`config.mk`:
```
export PLATFORM = sky130hd
export DESIGN_NAME = divider_16_bit_seq
export DESIGN_NICKNAME = d
export VERILOG_FILES = /design/src/rtl/divider_pkg.sv /design/src/rtl/divider_step.sv /design/src/rtl/divider_16_bit_seq.sv
export SDC_FILE = /design/constraint.sdc
export NUM_CORES = 1
export LEC_CHECK = 0
export ABC_CLOCK_PERIOD_IN_PS = 4900
export BUFFER_PORTS_ARGS = -buffer_cell sky130_fd_sc_hd__buf_4
export CAP_MARGIN = 15
export CORE_ASPECT_RATIO = 1.25
export CORE_MARGIN = 5
export CORE_UTILIZATION = 38
export CTS_CLUSTER_DIAMETER = 50
export DETAILED_ROUTE_END_ITERATION = 7
export GPL_TIMING_DRIVEN = 0
export PLACE_DENSITY_LB_ADDON = 0.1
export SLEW_MARGIN = 30
export SYNTH_ARGS = -nofsm -noshare
export SYNTH_HDL_FRONTEND = slang
export SYNTH_SLANG_ARGS = --single-unit
```
`constraint.sdc`:
```
create_clock -name clk -period 4.9 [get_ports clk]
set_clock_uncertainty 0.05 [all_clocks]
set_input_delay 0.98 -clock clk [delete_from_list [all_inputs] [get_ports clk]]
set_output_delay 0.98 -clock clk [all_outputs]
set_load 0.005 [all_outputs]
```
`src/rtl/divider_pkg.sv`:
```
// Shared types and sizing helpers for the sequential restoring divider.
// Imported by the step datapath and the top-level controller.
package divider_pkg;

    typedef enum logic [0:0] {
        IDLE = 1'b0,
        CALC = 1'b1
    } state_t;

    localparam int DEF_WIDTH = 16;
    localparam int CNT_W     = $clog2(DEF_WIDTH + 1);

    function automatic int cnt_width(input int w);
        return $clog2(w + 1);
    endfunction

endpackage

```
`src/rtl/divider_step.sv`:
```
// One restoring shift-subtract step: shift in the next dividend bit,
// try the subtraction, keep it only if it did not go negative.
module divider_step
    import divider_pkg::*;
#(
    parameter int WIDTH = DEF_WIDTH
) (
    input  logic [WIDTH:0]   rem,
    input  logic [WIDTH-1:0] qsr,
    input  logic [WIDTH-1:0] divisor,
    output logic [WIDTH:0]   rem_next,
    output logic [WIDTH-1:0] qsr_next
);

    logic [WIDTH:0] shifted;
    logic [WIDTH:0] trial;
    logic           take;

    always_comb begin
        shifted  = {rem[WIDTH-1:0], qsr[WIDTH-1]};
        trial    = shifted - {1'b0, divisor};
        // A set top bit means the true shifted value already exceeds any divisor.
        take     = rem[WIDTH] | ~trial[WIDTH];
        rem_next = take ? trial : shifted;
        qsr_next = {qsr[WIDTH-2:0], take};
    end

endmodule

```
`src/rtl/divider_16_bit_seq.sv`:
```
// Iterative unsigned restoring divider with start/busy/done handshake.
// Produces quotient and remainder WIDTH cycles after an accepted start.
module divider_16_bit_seq
    import divider_pkg::*;
#(
    parameter int WIDTH = DEF_WIDTH
) (
    input  logic             clk,
    input  logic             rst_n,
    input  logic             start,
    input  logic [WIDTH-1:0] dividend,
    input  logic [WIDTH-1:0] divisor,
    output logic             busy,
    output logic             done,
    output logic [WIDTH-1:0] quotient,
    output logic [WIDTH-1:0] remainder,
    output logic             div_by_zero
);

    localparam int CW = cnt_width(WIDTH);

    state_t           state;
    logic [CW-1:0]    cnt;
    logic [WIDTH:0]   rem;
    logic [WIDTH-1:0] qsr;
    logic [WIDTH-1:0] dvsr;
    logic [WIDTH:0]   rem_next;
    logic [WIDTH-1:0] qsr_next;
    logic             last;

    divider_step #(
        .WIDTH (WIDTH)
    ) u_step (
        .rem      (rem),
        .qsr      (qsr),
        .divisor  (dvsr),
        .rem_next (rem_next),
        .qsr_next (qsr_next)
    );

    assign last = (cnt == CW'(WIDTH - 1));

    always_ff @(posedge clk or negedge rst_n) begin
        if (!rst_n) begin
            state       <= IDLE;
            cnt         <= '0;
            rem         <= '0;
            qsr         <= '0;
            dvsr        <= '0;
            busy        <= 1'b0;
            done        <= 1'b0;
            quotient    <= '0;
            remainder   <= '0;
            div_by_zero <= 1'b0;
        end else begin
            done <= 1'b0;
            unique case (state)
                IDLE: begin
                    if (start) begin
                        if (divisor == '0) begin
                            // Zero divisor resolves at once without entering CALC.
                            done        <= 1'b1;
                            quotient    <= '1;
                            remainder   <= dividend;
                            div_by_zero <= 1'b1;
                        end else begin
                            rem         <= '0;
                            qsr         <= dividend;
                            dvsr        <= divisor;
                            cnt         <= '0;
                            busy        <= 1'b1;
                            div_by_zero <= 1'b0;
                            state       <= CALC;
                        end
                    end
                end
                CALC: begin
                    rem <= rem_next;
                    qsr <= qsr_next;
                    cnt <= cnt + 1'b1;
                    if (last) begin
                        quotient  <= qsr_next;
                        remainder <= rem_next[WIDTH-1:0];
                        done      <= 1'b1;
                        busy      <= 1'b0;
                        state     <= IDLE;
                    end
                end
            endcase
        end
    end

endmodule

```
### After elaboration in Yosys (flattened, before gate mapping)

Index checks and enable logic that the tools add are counted.

| word-level totals | value |
|---|---|
| logic and storage cells | 57 |
| register bits after elaboration | 90 |
| output and inout bits | 35 |

| cells by class | value |
|---|---|
| add/sub/neg operators | 2 |
| reductions and logical operators | 6 |
| muxes and demuxes | 30 |
| bitwise logic cells | 4 |
| equal/unequal tests | 5 |

Operator list:

| operator | number |
|---|---|
| $mux 16 | 8 |
| $pmux 16 s2 | 3 |
| $mux 17 | 3 |
| $pmux 17 s2 | 1 |
| $sub 17x16->17 | 1 |
| $logic_not 16->1 | 1 |
| $mux 5 | 2 |
| $pmux 5 s2 | 1 |
| $mux 1 | 9 |
| $reduce_and 3->1 | 3 |
| $ne 2x2->1 const B | 3 |
| $pmux 1 s2 | 3 |
| $add 5x1->5 const B | 1 |
| $eq 5x4->1 const B | 1 |
| $reduce_and 2->1 | 2 |
| $not 1->1 | 3 |
| $ne 2x1->1 const B | 1 |
| $or 1x1->1 | 1 |

### Logic depth before layout (Yosys ltp)

| logic depth | value |
|---|---|
| word-level depth | 6 |
| gate-level depth with buffers | 11 |

### Modules after synthesis

From an unflattened synthesis, not the netlist that was laid out.

| unflattened totals | value |
|---|---|
| cells, all modules | 411 |
| area total of the unflattened synthesis | 4803.4 um2 |

By module, submodules not included:

| module | times used | area an instance (um2) | cells each | sequential area each (um2) |
|---|---|---|---|---|
| divider_16_bit_seq | 1 | 3703.6 | 249 | 2252.2 |
| divider_step | 1 | 1099.8 | 162 | 0.0 |

### Worst setup path after synthesis

No wires, ideal clock.

| timing path | value |
|---|---|
| path type | flip-flop to flip-flop |
| from | register qsr[15] |
| to | register remainder[10] |
| path slack | 2270 ps |
| setup time | 126 ps |
| cell stages (with the launch flop) | 11 |
| period minus slack after synthesis | 2630 ps |
| arrival | 2454 ps |
| path through | dfrtp_1 inv_1 ha_1 fa_1 nand2b_1 a21oi_2 o21ai_2 o21a_4 mux2_4 and2_4 o32a_1 |

| on the way | value |
|---|---|
| longest elaborated chain between the ends | 6 |

Ends and longest elaborated chain:

| element | line | RTL |
|---|---|---|
| from (decl) | divider_16_bit_seq.sv:25 | `logic [WIDTH-1:0] qsr;` |
| from (signal assigned) | divider_16_bit_seq.sv:68 | `qsr <= dividend;` |
| from (signal assigned) | divider_16_bit_seq.sv:79 | `qsr <= qsr_next;` |
| $sub 17x16->17 * | divider_step.sv:21 | `trial = shifted - {1'b0, divisor};` |
| $not 1->1 | divider_step.sv:23 | `take = rem[WIDTH] \| ~trial[WIDTH];` |
| $or 1x1->1 | divider_step.sv:23 |  |
| $mux 17 * | divider_step.sv:24 | `rem_next = take ? trial : shifted;` |
| $mux 16 * | divider_16_bit_seq.sv:81 | `if (last) begin` |
| $pmux 16 s2 * | divider_16_bit_seq.sv:57 | `unique case (state)` |
| to (signal assigned) | divider_16_bit_seq.sv:64 | `remainder <= dividend;` |
| to (signal assigned) | divider_16_bit_seq.sv:83 | `remainder <= rem_next[WIDTH-1:0];` |
| to (decl) | divider_16_bit_seq.sv:16 | `output logic [WIDTH-1:0] remainder,` |

Every way passes the cells marked *; elsewhere a longest branch is shown, timed or not. The select of a mux whose other input is x is not followed.
A chain may end at the register's enable or synchronous reset.

### Worst setup path in the final report

| timing path | value |
|---|---|
| from | register qsr[15] |
| to | register remainder[4] |

Same word-level chain as after synthesis.

==> results.py <==
metrics = {
    "outcome": {
        "outcome": "finished clean",
    },
    "critical_path": {
        "critPathArrivalTime_ps": 3220,
        "crit_path_start_kind": "flop",
        "critPathKind": "flop to flop",
        "cp-end-kind": "flop",
        "r2r_slack_ps": 1830,
        "critPathMaxFanout": 10,
        "crit_required_ps": 5050,
    },
    "sta": {
        "hold_viol_final": 0,
        "min_period_ps": 3070,
        "maxSlewViolCount": 0,
        "fin_tns_setup_ps": 0,
        "fin_crit_sh": 0.627,
        "fmax_ghz": 0.325,
        "rsz0062_at_grt": "false",
        "worst_pin_slew_ps": 973,
        "max_slew_margin": 0.335,
        "setup_viol_count_final": 0,
    },
    "synthesis": {
        "syn_inst": 480,
        "ys_seq_area_frac": 0.491,
        "synth_top_area_share": 0.491,
        "synth_top_family_by_area": "compound AO/OA/AOI/OAI gates",
        "synth_area_leaders": "dfrtp_1 (49%), nand2_1 (7.5%), ha_1 (4.9%)",
        "ys_warn_count": 0,
        "synth.avg_cell_area_um2": 9.56,
        "synth_cell_type_count": 55,
        "muxShareOfSynthArea": 0.0406,
        "synth_top_cell_by_area": "dfrtp_1",
        "synthXorXnorAreaFrac": 0.0210,
        "synth_most_common_cell": "nand2_1",
        "syn_nets": 534,
        "synthAdderAreaFrac": 0.0535,
        "yosys_most_used_dff": "dfrtp_1",
        "ys_seq_elements": 90,
        "synth-edff-count": 0,
        "synth_compound_area_frac": 0.189,
        "syn_area_mm2": 0.00459,
        "synthArstFlopShare": 1.00,
        "synth_simple_gate_area_frac": 0.162,
        "ys_top_cells_by_count": "nand2_1 (92), dfrtp_1 (90), o21ai_0 (41), nor2_1 (30), inv_1 (23)",
    },
    "clock_network": {
        "post_cts_buffers": 0,
        "insertion_delay_ps": 340,
        "ctsHoldBuffers": 0,
        "clockRootBuffer": "clkbuf_16",
        "cts_buffers": 9,
        "cts_sinks": 90,
        "cts_tree": "done",
        "htreeDepth": 3,
        "path_clk_slew_ps": 70,
        "cts.path.max_buffers": 2,
        "cts_resized": 0,
    },
    "power": {
        "leakage_nw": 2.62,
        "power.total_mw": 3.79,
        "vdd_drop_max_v": 0.000260,
        "power.density_mw_per_mm2": 670,
    },
    "drt": {
        "top_layer_used": "met4",
        "dr.pass1.iters": 4,
        "drtIter0Drc": 166,
        "wl_met3_um": 422,
        "remaining_drc_errors": 0,
        "drt-met1-wl_um": 5920,
        "ant_nets": 0,
        "wirelength_um": 12800,
        "vias": 3777,
        "wire_per_inst_um": 17.6,
        "wl_met2_um": 6290,
        "vias_per_cell": 5.20,
    },
    "final_layout": {
        "nets": 614,
        "syn_to_final_growth_pct": 23.2,
        "drive_above_1_share": 0.182,
        "design_area_mm2": 0.00565,
        "nFillCells": 1139,
        "instances_no_fill": 726,
        "diodes": 0,
    },
    "grt": {
        "overflow": 0,
        "grt_start_max_net_pins": 91,
        "grt_pass1_wl_um": 20800,
        "grt_usage": 0.186,
        "grt_pass1_vias": 3927,
        "antenna_found_initial": 0,
    },
    "floorplanning": {
        "design.die.area_mm2": 0.0144,
        "rows": 44,
        "core-area_mm2": 0.0117,
        "ios": 70,
        "start_util": 0.391,
        "die_w_um": 108,
        "fp.dieH_um": 133,
    },
    "min_path": {
        "hold_path_class": "flop to flop",
    },
    "placement": {
        "io_buffers": 69,
        "dp.cells": 710,
        "hpwlAfterDp_um": 9760,
        "dpl_cell_area_mm2": 0.00531,
        "gp_congestion": 0.870,
    },
    "job": {
        "drv_cap": 0,
    },
}
stage by stage:
step	hold WS, ps	util	worst slack (ps)
after CTS	445	0.482	1820
after global placement	423	0.453	1530
after floorplan	400	-	2270
final	440	0.482	1830
after global routing	457	0.482	1650
after detailed placement	429	0.453	1500
path summary, 6_finish.rpt:
kind | from | endpoint | depth (start not counted)
max | qsr[15] | remainder[4] | 11
min | quotient[4] | quotient[4] | 1
max reg2reg | qsr[15] | remainder[4] | 11
min reg2reg | quotient[4] | quotient[4] | 1
max in group asynchronous | rst_n | quotient[0] | 1
min in group asynchronous | rst_n | remainder[14] | 1
critical path, stage by stage (launching register included):
cell and delay (ps):
dfrtp_1 340, inv_1 70, ha_1 220, fa_1 380
nand2b_1 220, a21oi_2 260, o21ai_2 140, o21a_4 240
mux2_4 360, buf_6 170, a22oi_1 340, a31oi_1 130
cell families after synthesis:
group | after synthesis
compound gates | 127
mux | 18
flops | 90
simple gates | 168
fa+ha+maj | 19
buf+inv | 47
xor+xnor | 11
per-layer routing:
| metal | track usage | vias up |
|---|---|---|
| li1 | - | 1860 |
| met1 | 0.246 | 1835 |
| met2 | 0.314 | 71 |
| met3 | 0.0336 | 11 |
| met4 | 0.0470 | 0 |
| met5 | 0 | - |
report_power, final:
group          total, mW  internal [mW]  switching (mW)
logic               1.72          0.759           0.960
clock network      0.808          0.502           0.307
registers           1.26           1.06           0.199
total               3.79           2.32            1.47
sequential cells by signal, summed over array words and instances (netlist names), 5 cells and up:
name and cells:
quotient 16, remainder 16, dvsr 16, cnt 5
rem 17, qsr 16
layout make-up:
| class | instances | area [um^2] | share of cell area |
|---|---|---|---|
| multi-input cells | 343 | 2140 | 0.378 |
| clock inverters | 6 | 114 | 0.0201 |
| repair buffers | 69 | 522 | 0.0923 |
| inverters | 23 | 86.3 | 0.0153 |
| well taps | 161 | 201 | 0.0356 |
| flip-flops and latches | 90 | 2250 | 0.398 |
| clock buffers | 10 | 229 | 0.0405 |
| plain buffers | 24 | 110 | 0.0195 |
cell usage in the layout (no fill, tap or decap), types with 3 or more instances in the layout:
master,n
nor2b_1,3
buf_6,3
clkbuf_16,9
nand2b_1,5
buf_2,4
nand2_1,92
a41oi_1,6
a21o_1,5
a31oi_1,11
nor3_1,5
nor4_1,4
clkbuf_1,19
inv_1,23
ha_1,18
dfrtp_1,90
a22oi_1,7
nor2_1,30
mux2i_1,16
buf_4,68
or3_1,3
o21ai_0,41
xnor2_1,9
nand4_1,5
o22a_1,12
bufinv_16,3
a21oi_1,19
a21oi_2,3
nand3_1,11
(Power assumes the default switching activity.)
